==> src/rtl/clk_div_ctrl.sv <==
// clk_div_ctrl: ratio/enable controller for the programmable clock divider.
// Applies ratio changes glitch-free: gate off, drain one old period, load, settle.
//
// Ports:
//   i_ref_clk    reference clock shared with the divider
//   i_rst        async active-high reset (deassert synchronously to i_ref_clk)
//   i_run        request to run the divided clock (sampled only in RUN)
//   i_req_valid  ratio-change request valid
//   i_req_ratio  requested ratio (sampled at acceptance)
//   o_req_ready  high in RUN only
//   o_div_ratio  registered ratio to the divider
//   o_clk_en     registered enable to the divider
//   o_busy       ratio change in progress
//   o_done       1-cycle pulse on request completion
//   o_err        1-cycle pulse on rejected request (ratio 0 or 1)
//   o_upd_cnt    completion counter, only with CLK_DIV_CTRL_UPD_CNT_EN defined
//
// Optional feature macro: CLK_DIV_CTRL_UPD_CNT_EN

module clk_div_ctrl #(
  parameter int unsigned RATIO_WD      = 8,
  parameter int unsigned DEFAULT_RATIO = 4,
  parameter int unsigned SETTLE_CYC    = 2
`ifdef CLK_DIV_CTRL_UPD_CNT_EN
  ,
  parameter int unsigned CNT_WD        = 8
`endif
) (
  input  logic                i_ref_clk,
  input  logic                i_rst,
  input  logic                i_run,
  input  logic                i_req_valid,
  input  logic [RATIO_WD-1:0] i_req_ratio,
  output logic                o_req_ready,
  output logic [RATIO_WD-1:0] o_div_ratio,
  output logic                o_clk_en,
  output logic                o_busy,
  output logic                o_done,
`ifdef CLK_DIV_CTRL_UPD_CNT_EN
  output logic [CNT_WD-1:0]   o_upd_cnt,
`endif
  output logic                o_err
);

  localparam int unsigned SW = $clog2(SETTLE_CYC + 1);

  localparam logic [RATIO_WD-1:0] RST_RATIO =
    RATIO_WD'(DEFAULT_RATIO);

  typedef enum logic [1:0] {
    RUN,
    DRAIN,
    LOAD,
    SETTLE
  } state_t;

  state_t              state_q, state_d;
  logic [RATIO_WD-1:0] ratio_q, ratio_d;
  logic [RATIO_WD-1:0] pend_q, pend_d;
  logic [RATIO_WD-1:0] drain_q, drain_d;
  logic [SW-1:0]       settle_q, settle_d;
  logic                en_q, en_d;
  logic                done_q, done_d;
  logic                err_q, err_d;

  always_ff @(posedge i_ref_clk or posedge i_rst) begin
    if (i_rst) begin
      state_q  <= RUN;
      ratio_q  <= RST_RATIO;
      pend_q   <= '0;
      drain_q  <= '0;
      settle_q <= '0;
      en_q     <= 1'b0;
      done_q   <= 1'b0;
      err_q    <= 1'b0;
    end else begin
      state_q  <= state_d;
      ratio_q  <= ratio_d;
      pend_q   <= pend_d;
      drain_q  <= drain_d;
      settle_q <= settle_d;
      en_q     <= en_d;
      done_q   <= done_d;
      err_q    <= err_d;
    end
  end

  always_comb begin
    state_d  = state_q;
    ratio_d  = ratio_q;
    pend_d   = pend_q;
    drain_d  = drain_q;
    settle_d = settle_q;
    en_d     = 1'b0;
    done_d   = 1'b0;
    err_d    = 1'b0;
    unique case (state_q)
      RUN: begin
        en_d = i_run;
        if (i_req_valid) begin
          if (i_req_ratio < RATIO_WD'(2)) begin
            err_d = 1'b1;
          end else if (i_req_ratio == ratio_q) begin
            done_d = 1'b1;
          end else begin
            // Gate off now; drain one full old period.
            pend_d  = i_req_ratio;
            drain_d = ratio_q;
            en_d    = 1'b0;
            state_d = DRAIN;
          end
        end
      end
      DRAIN: begin
        // Counts down from R_old to 1: exactly R_old cycles.
        if (drain_q <= RATIO_WD'(1)) begin
          state_d = LOAD;
        end else begin
          drain_d = drain_q - RATIO_WD'(1);
        end
      end
      LOAD: begin
        ratio_d  = pend_q;
        settle_d = SW'(SETTLE_CYC);
        state_d  = SETTLE;
      end
      SETTLE: begin
        if (settle_q <= SW'(1)) begin
          done_d  = 1'b1;
          state_d = RUN;
        end else begin
          settle_d = settle_q - SW'(1);
        end
      end
      default: state_d = RUN;
    endcase
  end

  assign o_req_ready = (state_q == RUN);
  assign o_busy      = (state_q != RUN);
  assign o_div_ratio = ratio_q;
  assign o_clk_en    = en_q;
  assign o_done      = done_q;
  assign o_err       = err_q;

`ifdef CLK_DIV_CTRL_UPD_CNT_EN
  logic [CNT_WD-1:0] cnt_q;

  // Bumps on the same edge that raises o_done.
  always_ff @(posedge i_ref_clk or posedge i_rst) begin
    if (i_rst) begin
      cnt_q <= '0;
    end else if (done_d) begin
      cnt_q <= cnt_q + CNT_WD'(1);
    end
  end

  assign o_upd_cnt = cnt_q;
`endif

endmodule

==> config.mk <==
export PLATFORM = sky130hd
export DESIGN_NAME = clk_div_ctrl
export DESIGN_NICKNAME = d
export VERILOG_FILES = /design/src/rtl/clk_div_ctrl.sv
export SDC_FILE = /design/constraint.sdc
export NUM_CORES = 1
export LEC_CHECK = 0
export ABC_AREA = 1
export BUFFER_PORTS_ARGS = -buffer_cell sky130_fd_sc_hd__buf_2
export CAP_MARGIN = 20
export CELL_PAD_IN_SITES_DETAIL_PLACEMENT = 0
export CELL_PAD_IN_SITES_GLOBAL_PLACEMENT = 1
export CORE_ASPECT_RATIO = 0.6
export CORE_MARGIN = 1.5
export CORE_UTILIZATION = 30
export CTS_CLUSTER_DIAMETER = 30
export CTS_CLUSTER_SIZE = 28
export DETAILED_ROUTE_END_ITERATION = 12
export PLACE_DENSITY = 0.69
export SKIP_LAST_GASP = 1
export SYNTH_ARGS = -nofsm -noshare
export SYNTH_HDL_FRONTEND = slang
export SYNTH_SLANG_ARGS = --single-unit
==> constraint.sdc <==
create_clock -name i_ref_clk -period 2.15 [get_ports i_ref_clk]
set_input_delay 0 -clock i_ref_clk [delete_from_list [all_inputs] [get_ports i_ref_clk]]
set_output_delay 0 -clock i_ref_clk [all_outputs]
set_load 0.005 [all_outputs]
[Word-level counts from Yosys, hierarchy flattened]
Index checks and enable logic that the tools add are counted.
Storage, ports and cells
  input port bits: 12
  word-level logic and storage cells: 59
  output and inout port bits: 13
  bits in registers: 31
Cells by class
  bitwise gates (word level): 2
  $add $sub $neg: 2
  equal/unequal tests: 11
  muxes and demuxes: 25
  order comparisons: 3
  reduce and logical (&&, ||, !) cells: 8
Operator list (number)
  2-to-1 mux 8 bit: 4
  case mux 8 bit (2 select lines): 1
  != test 2 bit (second input constant): 7
  2-to-1 mux 2 bit: 6
  2-to-1 mux 1 bit: 11
  AND reduction 5 bit: 2
  == test 8 bit: 1
  <= comparator 8 x 1 -> 1 bit (second input constant): 1
  less-than comparator 8 x 2 -> 1 bit (second input constant): 1
  case mux 2 bit (4 select lines): 1
  subtractor 8 x 1 -> 8 bit (second input constant): 1
  nonzero test 2 bit: 3
  == test 2 bit (second input constant): 2
  case mux 2 bit (2 select lines): 1
  AND reduction 4 bit: 1
  == test 2 x 1 -> 1 bit (second input constant): 1
  <= comparator 2 x 1 -> 1 bit (second input constant): 1
  zero test 2 bit: 1
  inverter 1 bit: 2
  case mux 1 bit (2 select lines): 1
  AND reduction 2 bit: 1
  subtractor 2 x 1 -> 2 bit (second input constant): 1

[Depth between registers and ports, before layout]
Gate-level depths: netlist (run 1).
  word-level depth: 5
  gate-level depth with buffers: 11
  gate-level depth less buffers: 11

[Least setup slack after synthesis (run 1)]
No wires, ideal clock.
  kind: reg-to-reg
  start point: register state_q[0]
  end point: register drain_q[3]
  library setup time: 117 ps
  data arrival time: 1332 ps
  buffers on the path: 0
  data required time: 2033 ps
  stages on the path, launching flop included: 8
  slack: 702 ps
  clock period less this slack: 1448 ps
  cells stage by stage: dfrtp_1 inv_1 ha_1 inv_2 o21ai_4 nand2_4 nand2_1 nand2_1
On the way
  longest elaborated chain between the ends: 3
  elaborated cells on any way between the ends: 9
  classes of those cells: eq/ne: 5; mux: 1; reduce/logical: 3
RTL lines
  from (decl): line 57  | state_t state_q, state_d;
  from (signal assigned): line 77  | state_q <= state_d;
  zero test 2 bit *
  named net o_req_ready: line 34  | output logic o_req_ready,
  != test 2 bit (no line) / nonzero test 2 bit (equally long branches)
  AND reduction 5 bit (no line)
  to (signal assigned): line 80  | drain_q <= drain_d;
  to (decl): line 60  | logic [RATIO_WD-1:0] drain_q, drain_d;
Mark *: on every way through the listed nets, which the timed path passes. The rest lies on a longest branch.
A chain may end at the register's enable or synchronous reset.

[Worst setup path after layout (run 1)]
  start point: register state_q[0]
  end point: register drain_q[7]
On the way
  longest elaborated chain between the ends: 3
  elaborated cells on any way between the ends: 9
  classes of those cells: eq/ne: 5; mux: 1; reduce/logical: 3
RTL lines
  == test 2 x 1 -> 1 bit / zero test 2 bit (equally long branches): line 97  | unique case (state_q)
  != test 2 bit (no line) / nonzero test 2 bit (equally long branches)
  AND reduction 5 bit (no line)
Several ways; a longest one is shown, not always the timed one.

==> flow_summary.toml, run 1 <==
[synthesis]
synth-main-ff-cell = "dfrtp_1"
syn-num-nets = 245
synth_most_common_cell = "nand2_1"
yosysUniqueCellTypes = 30
synth_seq_area_share_pct = 43.7
synthesis.area_mm2 = 0.00178
ys_top_cells_by_area = "dfrtp_1 42%, nand2_1 16%, inv_1 5.5%"
yosys.area.top_type = "dfrtp_1"
yosysWarningCount = 0
yosys.area.top_type_share_pct = 42.2
ys_seq_elements = 31
syn_inst = 226
syn_avg_cell_area_um2 = 7.87
synth_edf_count = 0
synthTopCellsByCount = "77 x nand2_1, 30 x dfrtp_1, 26 x inv_1"
synth-async-reset-ratio_pct = 100

[critical_path]
critical-path-max-stage-delay_ps = 430
cp_common_cell = "nand2_1"
crit_chain = "inv_1 > ha_1 > inv_2 > o21ai_4 > nand2_4 > nand2_1 > nand2_1"
critPathLaunchType = "register"
cpMaxStageDelayCell = "dfrtp_1"
cp_data_arrival_time_ps = 1910
worst_ep_required_time_ps = 2310
cp-end-kind = "register"
r2r_cells = 7
cp_max_fo = 9
r2r-end = "drain_q[7]"
reg2reg_slack_ps = 400
r2r-start = "state_q[0]"
path_class = "register to register"

[cts]
cts-root-buf = "clkbuf_8"
ctsResizeCount = 0
cts_max_path_buffers = 2
cts_inserted_buffers = 5
clock-sinks = 31
clk_latency_ps = 280
cts_tree = "done"
path_clk_slew_ps = 70
h-tree-depth = 2

[drt]
drc = 0
drt_iter0_drc = 70
viasPerCell = 4.33
drtAntennaViolNets = 0
route.final.wire_length_um = 4280
wl_per_cell_um = 12.5
vias = 1484
drt-pass1-iter-count = 4

[placed_design]
dpl-instance-area_mm2 = 0.00198
hpwl_um = 3210
io_buffers = 24
place_congestion = 0.836

[finish]
diodes = 0
area_delta_synth_final_pct = 20.0
drive_above_1_share_pct = 20.5
fillCellCount = 606
finalNetCount = 281
stdcell_area_mm2 = 0.00213

[sta]
worstMarginPinSlew_ps = 707
finClkSkew_ps = 11.2
drv_slew = 0
hold_violations = 0
tns_ps = 0
period_share_pct = 81.2
setup-violations-final = 0
fmax_mhz = 573
finalCriticalPeriod_ps = 1750
slew_headroom_pct = 52.8
rsz0062_at_grt = "false"
fin_hold_ws_ps = 14.0

[pwr]
p_sw_mw = 1.34
power_frac_seq_pct = 34.6
power.share.clock_pct = 15.5
ir_drop_v = 0.000559
p_per_area_mw_per_mm2 = 1380
p_comb_share_pct = 49.9
p_int_mw = 1.61
leakage_nw = 1.12
switching_share_pct = 45.5
finalPower_mw = 2.95

[floorplan]
design.die.area_mm2 = 0.00642
fp.dieH_um = 62.7
core_mm2 = 0.00565
initial_core_util_pct = 31.5
rows = 21
ios = 25
dieWidth_um = 102

[worst_hold_path]
hold_end = "pend_q[3]"
hold_path.class = "input pin to register"
worstHoldStart = "i_req_ratio[3]"
min_path_cells = 3

[grt]
grt_pass1_vias = 1352
grt_pass1_wl_um = 7020
grt_overflow = 0
track_usage_pct = 14.6
antenna_found_initial = 0
grt_max_degree = 19

[job]
drv_cap = 0

[run_status]
status = "finished, final reports clean"
==> stage by stage <==
stage,setup slack [ps],std cells,util [%]
detailed placement,442,328,35.1
floorplan,702,226,-
global route,285,343,37.8
global placement,442,328,35.1
finish,404,343,37.8
CTS,423,343,37.8
==> routing by layer <==
metal / vias up / GRT usage (%) / wire (µm)
li1: 778 / - / -
met1: 674 / 25.0 / 2470
met2: 30 / 16.9 / 1560
met3: 2 / 4.03 / 236
met4: 0 / 3.60 / 15
met5: - / 0 / 0
==> logic make-up after synthesis <==
logic type,synth area share (%)
adders and majority gates,4.92
AOI/OAI and AO/OA,11.3
xor gates and xnor gates,2.95
buffers and inverters,8.09
DFF,43.7
and+or+nand+nor,29.0
==> state kept, by name (all words and copies together) (netlist names) <==
register     count
o_clk_en         1
o_err            1
settle_q         2
o_div_ratio      8
drain_q          8
o_done           1
state_q          2
pend_q           8
==> layout make-up <==
class	instances	area (µm²)	share of cell area, %
multi-input combinational	161	858	40.2
tap	80	100	4.69
timing repair buffer	33	205	9.61
clock buffer	7	76.3	3.58
clock inverter	1	5.00	0.234
sequential	31	777	36.4
inverter	30	113	5.28
==> how the worst max path moves through the flow <==
stage,startpoint,endpoint,slack (ps),depth (start not counted)
floorplan,state_q[0],drain_q[3],700,7
CTS,state_q[0],drain_q[7],420,7
finish,state_q[0],drain_q[7],400,7
global route,state_q[0],drain_q[5],290,7
global placement,state_q[0],drain_q[0],440,7
detailed placement,state_q[0],drain_q[7],440,7
==> worst max-delay path, delay by kind of cell (launching register included) <==
family	cells	cell delay [ps]
compound gates	1	350
fa+ha+maj	1	340
buf+inv	2	230
flops	1	430
simple gates	3	270
==> power by group through the flow <==
| stage | Clock (mW) | Sequential [mW] | Combinational, mW |
|---|---|---|---|
| finish | 0.456 | 1.02 | 1.47 |
| global route | 0.509 | 1.06 | 1.68 |
| CTS | 0.474 | 1.02 | 1.49 |
| floorplan | 0 | 0.989 | 1.10 |
| detailed placement | 0 | 1.03 | 1.47 |
| global placement | 0 | 1.03 | 1.47 |
==> cells in the final DEF, fill, tap and decap left out, drive strengths merged <==
cell / n
buf: 26
dfrtp: 30
xor2: 1
dfstp: 1
a31oi: 1
nor3b: 1
o21ai: 25
nand4: 1
nand3: 20
nand2: 82
o211ai: 1
clkbuf: 7
and2: 1
a21oi: 2
ha: 7
or2: 2
inv: 30
xnor2: 5
nor2: 11
nor3: 1
clkinv: 1
dlygate4sd3: 7
==> timing repair <==
| item | CTS | global route |
|---|---|---|
| hold buffers | 7 | 0 |
| buffers inserted | 0 | 0 |
| endpoints found under the hold margin | 22 | 0 |
(Power assumes the default switching activity.)
==> run 2, diff against run 1 <==
==> constraint.sdc (replaced) <==
create_clock -name i_ref_clk -period 1.7 [get_ports i_ref_clk]
set_input_delay 0 -clock i_ref_clk [delete_from_list [all_inputs] [get_ports i_ref_clk]]
set_output_delay 0 -clock i_ref_clk [all_outputs]
set_load 0.005 [all_outputs]
==> run 2 against run 1 <==
Wire length fell by 3.7%. Global-route usage fell by 0.067 points. Sequential power rose by 26%. Clock power rose by 41%. Sequential share of layout area fell by 1.3 points. Clock skew fell by 7.2 ps. Setup slack got worse by 280 ps. Combinational power rose by 35%. Count of clock-buffer cells in the layout rose by 1. Power rose by 32%. Final cell count rose by 1.2%. Core utilization rose by 1.4 points. Critical endpoint is now state_q[0].
==> flow_summary.toml, run 2 (synthesis gave the netlist of run 1 again) <==
[finish]
drive_above_1_share_pct = 23.6
diodes = 0
final_common_cell = "nand2_1"
finalNetCount = 285
fillCellCount = 601
final_cell_mix = "77 x nand2_1, 30 x dfrtp_1, 26 x inv_1, 24 x buf_2, 19 x nand3_1"
area_delta_synth_final_pct = 24.5

[sta]
finalCriticalPeriod_ps = 1580
fmax_mhz = 635
finClkSkew_ps = 3.98
fin_hold_ws_ps = 5.89
slew_headroom_pct = 72.7
setup-violations-final = 0
hold_violations = 0
drv_slew = 0
rsz0062_at_grt = "true"
timing.final.ws_setup_ps = 124
period_share_pct = 92.7
worstMarginPinSlew_ps = 410

[floorplan]
rows = 21
design.die.area_mm2 = 0.00642
core_mm2 = 0.00565
fp.dieH_um = 62.7
ios = 25
initial_core_util_pct = 31.5
dieWidth_um = 102

[worst_hold_path]
min_path_cells = 3
hold_path.class = "input pin to register"
worstHoldStart = "i_req_ratio[1]"
hold_end = "pend_q[1]"

[cts]
clk_latency_ps = 280
post_cts_buffers = 0
path_clk_slew_ps = 70
cts-root-buf = "clkbuf_8"
cts_tree = "done"
h-tree-depth = 2
cts_inserted_buffers = 5
clock-sinks = 31
cts_max_path_buffers = 2

[drt]
routed-wl-met2_um = 1460
wl_met3_um = 133
wl_per_cell_um = 11.9
route.final.wire_length_um = 4120
drc = 0
drtAntennaViolNets = 0
drt-pass1-iter-count = 4
highest_layer = "met4"
vias = 1483
drt_iter0_drc = 45
wl_met1_um = 2510
viasPerCell = 4.27

[critical_path]
worst_ep_required_time_ps = 1870
path_class = "register to register"
cp_max_fo = 4
cp_data_arrival_time_ps = 1740
cp-end-kind = "register"
r2r-start = "drain_q[0]"
critPathLaunchType = "register"
reg2reg_slack_ps = 120
r2r_cells = 8
r2r-end = "state_q[0]"

[grt]
grt_overflow = 0
track_usage_pct = 14.6
grt_max_degree = 32
antenna_found_initial = 0
grt_pass1_wl_um = 7190
grt_pass1_vias = 1458

[placed_design]
hpwl_um = 3130
place_congestion = 0.851
dpl_worst_slack_ps = 57.3
io_buffers = 24

[pwr]
p_per_area_mw_per_mm2 = 1770
leakage_nw = 1.16
ir_drop_v = 0.000752

[job]
drv_cap = 0

[run_status]
status = "finished, final reports clean"
-- run 2: changes by cell type in the layout (fill, tap and decap cells not counted), sizes merged --
cell / delta
buf: +4
clkbuf: +1
clkinv: -1
-- run 2: timing repair --
item                       4_1_cts  5_1_grt
gates resized for setup          0        5
hold endpoints to repair        36        0
setup endpoints to repair        0       10
hold buffers                     7        0
-- run 2: final cells by class --
type | instances | area (µm²) | area share (%)
clock buffer | 8 | 100 | 4.52
inverter | 30 | 113 | 5.08
multi-input combinational | 161 | 878 | 39.6
sequential | 31 | 777 | 35.1
tap | 80 | 100 | 4.52
timing repair buffer | 37 | 248 | 11.2
-- run 2: critical path, stage by stage (launching register included) --
cell and delay, ps:
dfrtp_1 400, inv_1 100, ha_2 210, o211ai_1 110
o21ai_2 240, and2_4 190, nand2_1 70, nand2_1 70
nand2_1 60
-- run 2: worst max path at each step --
stage,from,endpoint,slack (ps),depth (start not counted)
after detailed placement,state_q[1],drain_q[5],60,7
after floorplan,state_q[0],drain_q[3],250,7
after CTS,state_q[1],drain_q[5],50,7
final,drain_q[0],state_q[0],120,8
after global placement,state_q[1],drain_q[5],50,7
after global routing,drain_q[0],drain_q[4],-3,8
-- run 2: power breakdown --
group	internal (mW)	leakage (nW)	switching, mW
sequential	1.05	0.392	0.239
clock	0.370	0.0515	0.274
combinational	0.803	0.714	1.18
total	2.22	1.16	1.69
-- run 2: through the flow --
stage | power (mW) | cells | util (%) | instance area [µm²] | TNS [ps]
5_1_grt | 4.34 | 347 | 39.2 | 2220 | -2.89
6_report | 3.91 | 347 | 39.2 | 2220 | 0
3_5_place_dp | 3.22 | 332 | 35.9 | 2030 | 0
2_1_floorplan | 2.65 | 226 | - | 1780 | 0
3_3_place_gp | 3.23 | 332 | 35.9 | 2030 | 0
4_1_cts | 3.90 | 347 | 38.9 | 2200 | 0
-- run 2: routing by layer --
layer | global-route usage (%) | vias up
met3 | 3.91 | 2
met4 | 3.08 | 0
li1 | - | 788
met5 | 0 | -
met2 | 17.7 | 23
met1 | 24.4 | 670
==> run 3, diff against run 2 <==
--- a/config.mk
+++ b/config.mk
@@ -17,6 +17,7 @@
 export CTS_CLUSTER_SIZE = 28
 export DETAILED_ROUTE_END_ITERATION = 12
 export PLACE_DENSITY = 0.69
+export RECOVER_POWER = 100
 export SKIP_LAST_GASP = 1
 export SYNTH_ARGS = -nofsm -noshare
 export SYNTH_HDL_FRONTEND = slang
==> run 3 against run 2 <==
Design area fell by 1.8%. Critical path depth did not move. Flip-flop and latch count did not move. Wire length barely moved. Sequential power barely moved. Clock skew barely moved. Via count rose by 0.47%. Final cell count did not move. Hold slack improved by 2.2 ps. Setup slack improved by 1.2 ps.
==> flow_summary.toml, run 3 (synthesis gave the netlist of run 1 again) <==
[placed_design]
place_congestion = 0.851
dpl_worst_slack_ps = 57.3
place_inst = 332
io_buffers = 24
dpl-instance-area_mm2 = 0.00203
hpwl_um = 3130

[sta]
worstMarginPinSlew_ps = 801
finClkSkew_ps = 4.22
timing.final.ws_setup_ps = 126
fin_hold_ws_ps = 8.12
slew_headroom_pct = 46.6
rsz0062_at_grt = "true"
hold_violations = 0
finalCriticalPeriod_ps = 1570
period_share_pct = 92.6
tns_ps = 0
setup-violations-final = 0
drv_slew = 0
fmax_mhz = 635

[grt]
grt_max_degree = 32
grt_overflow = 0
grt_pass1_wl_um = 7190
grt_pass1_vias = 1458
track_usage_pct = 14.6
antenna_found_initial = 0

[cts]
h-tree-depth = 2
clock-sinks = 31
post_cts_buffers = 0
cts_max_path_buffers = 2
clk_latency_ps = 270
cts_inserted_buffers = 5
path_clk_slew_ps = 70
cts_tree = "done"
cts-root-buf = "clkbuf_8"

[floorplan]
rows = 21
design.die.area_mm2 = 0.00642
core_mm2 = 0.00565
ios = 25
initial_core_util_pct = 31.5
dieWidth_um = 102
fp.dieH_um = 62.7

[drt]
drt_iter0_drc = 41
viasPerCell = 4.29
wl_met3_um = 134
route.final.wire_length_um = 4120
drc = 0
highest_layer = "met4"
drt-pass1-iter-count = 4
vias = 1490
drtAntennaViolNets = 0
routed-wl-met2_um = 1470
wl_met1_um = 2490
wl_per_cell_um = 11.9

[worst_hold_path]
worstHoldStart = "i_req_ratio[1]"
min_path_cells = 3
hold_path.class = "input pin to register"
hold_end = "pend_q[1]"

[finish]
drive_above_1_share_pct = 19.5
final_cell_mix = "77 x nand2_1, 30 x dfrtp_1, 26 x inv_1, 19 x nand3_1, 19 x buf_2"
area_delta_synth_final_pct = 22.3
finalNetCount = 285
diodes = 0
final_common_cell = "nand2_1"
stdcell_area_mm2 = 0.00218
fin_cells = 347
fin_util_pct = 38.5

[critical_path]
cp_max_fo = 4
path_class = "register to register"
cp-end-kind = "register"
r2r-end = "state_q[0]"
worst_ep_required_time_ps = 1860
cp_data_arrival_time_ps = 1740
critPathLaunchType = "register"
reg2reg_slack_ps = 130
r2r-start = "drain_q[0]"
r2r_cells = 8

[job]
drv_cap = 0

[pwr]
ir_drop_v = 0.000749
p_per_area_mw_per_mm2 = 1760
leakage_nw = 1.12
finalPower_mw = 3.83

[run_status]
status = "finished, final reports clean"
## run 3: changes by cell type in the layout (fill, tap and decap cells not counted)
cell,change
buf_2,-5
clkbuf_1,+9
o21ai_0,+2
buf_6,+1
buf_4,-5
o21ai_2,-2
buf_12,-1
clkbuf_2,+1
## run 3: worst max-delay path by stage
stage | from | endpoint | depth (start not counted) | slack [ps]
6_report | drain_q[0] | state_q[0] | 8 | 130
5_1_grt | drain_q[0] | drain_q[4] | 8 | -3
4_1_cts | state_q[1] | drain_q[5] | 7 | 50
3_5_place_dp | state_q[1] | drain_q[5] | 7 | 60
3_3_place_gp | state_q[1] | drain_q[5] | 7 | 50
2_1_floorplan | state_q[0] | drain_q[3] | 7 | 250
## run 3: where the power goes
group / switching [mW] / leakage [nW] / internal [mW]
Clock: 0.273 / 0.0515 / 0.370
Sequential: 0.240 / 0.392 / 1.05
Combinational: 1.17 / 0.672 / 0.734
Total: 1.68 / 1.12 / 2.15
## run 3: worst max-delay path, cell delays in order, from the launching register on
cell,delay (ps)
dfrtp_1,400
inv_1,100
ha_2,210
o211ai_1,110
o21ai_2,240
and2_4,190
nand2_1,70
nand2_1,70
nand2_1,60
## run 3: layout make-up
class                           instances  area (µm²)
Sequential cell                        31         777
Fill cell                             611        3470
Clock buffer                            8         100
Tap cell                               80         100
Multi-Input combinational cell        161         871
Timing Repair Buffer                   37         215
Inverter                               30         113
## run 3: timing repair
item / CTS / global route
hold endpoints to repair: 36 / 0
hold buffers: 7 / 0
setup endpoints to repair: 0 / 10
resized for setup: 0 / 5
## run 3: metal layers
| metal | vias to the layer above | GRT usage [%] |
|---|---|---|
| li1 | 787 | - |
| met1 | 678 | 24.4 |
| met2 | 23 | 17.7 |
| met3 | 2 | 3.91 |
| met4 | 0 | 3.08 |
| met5 | - | 0 |
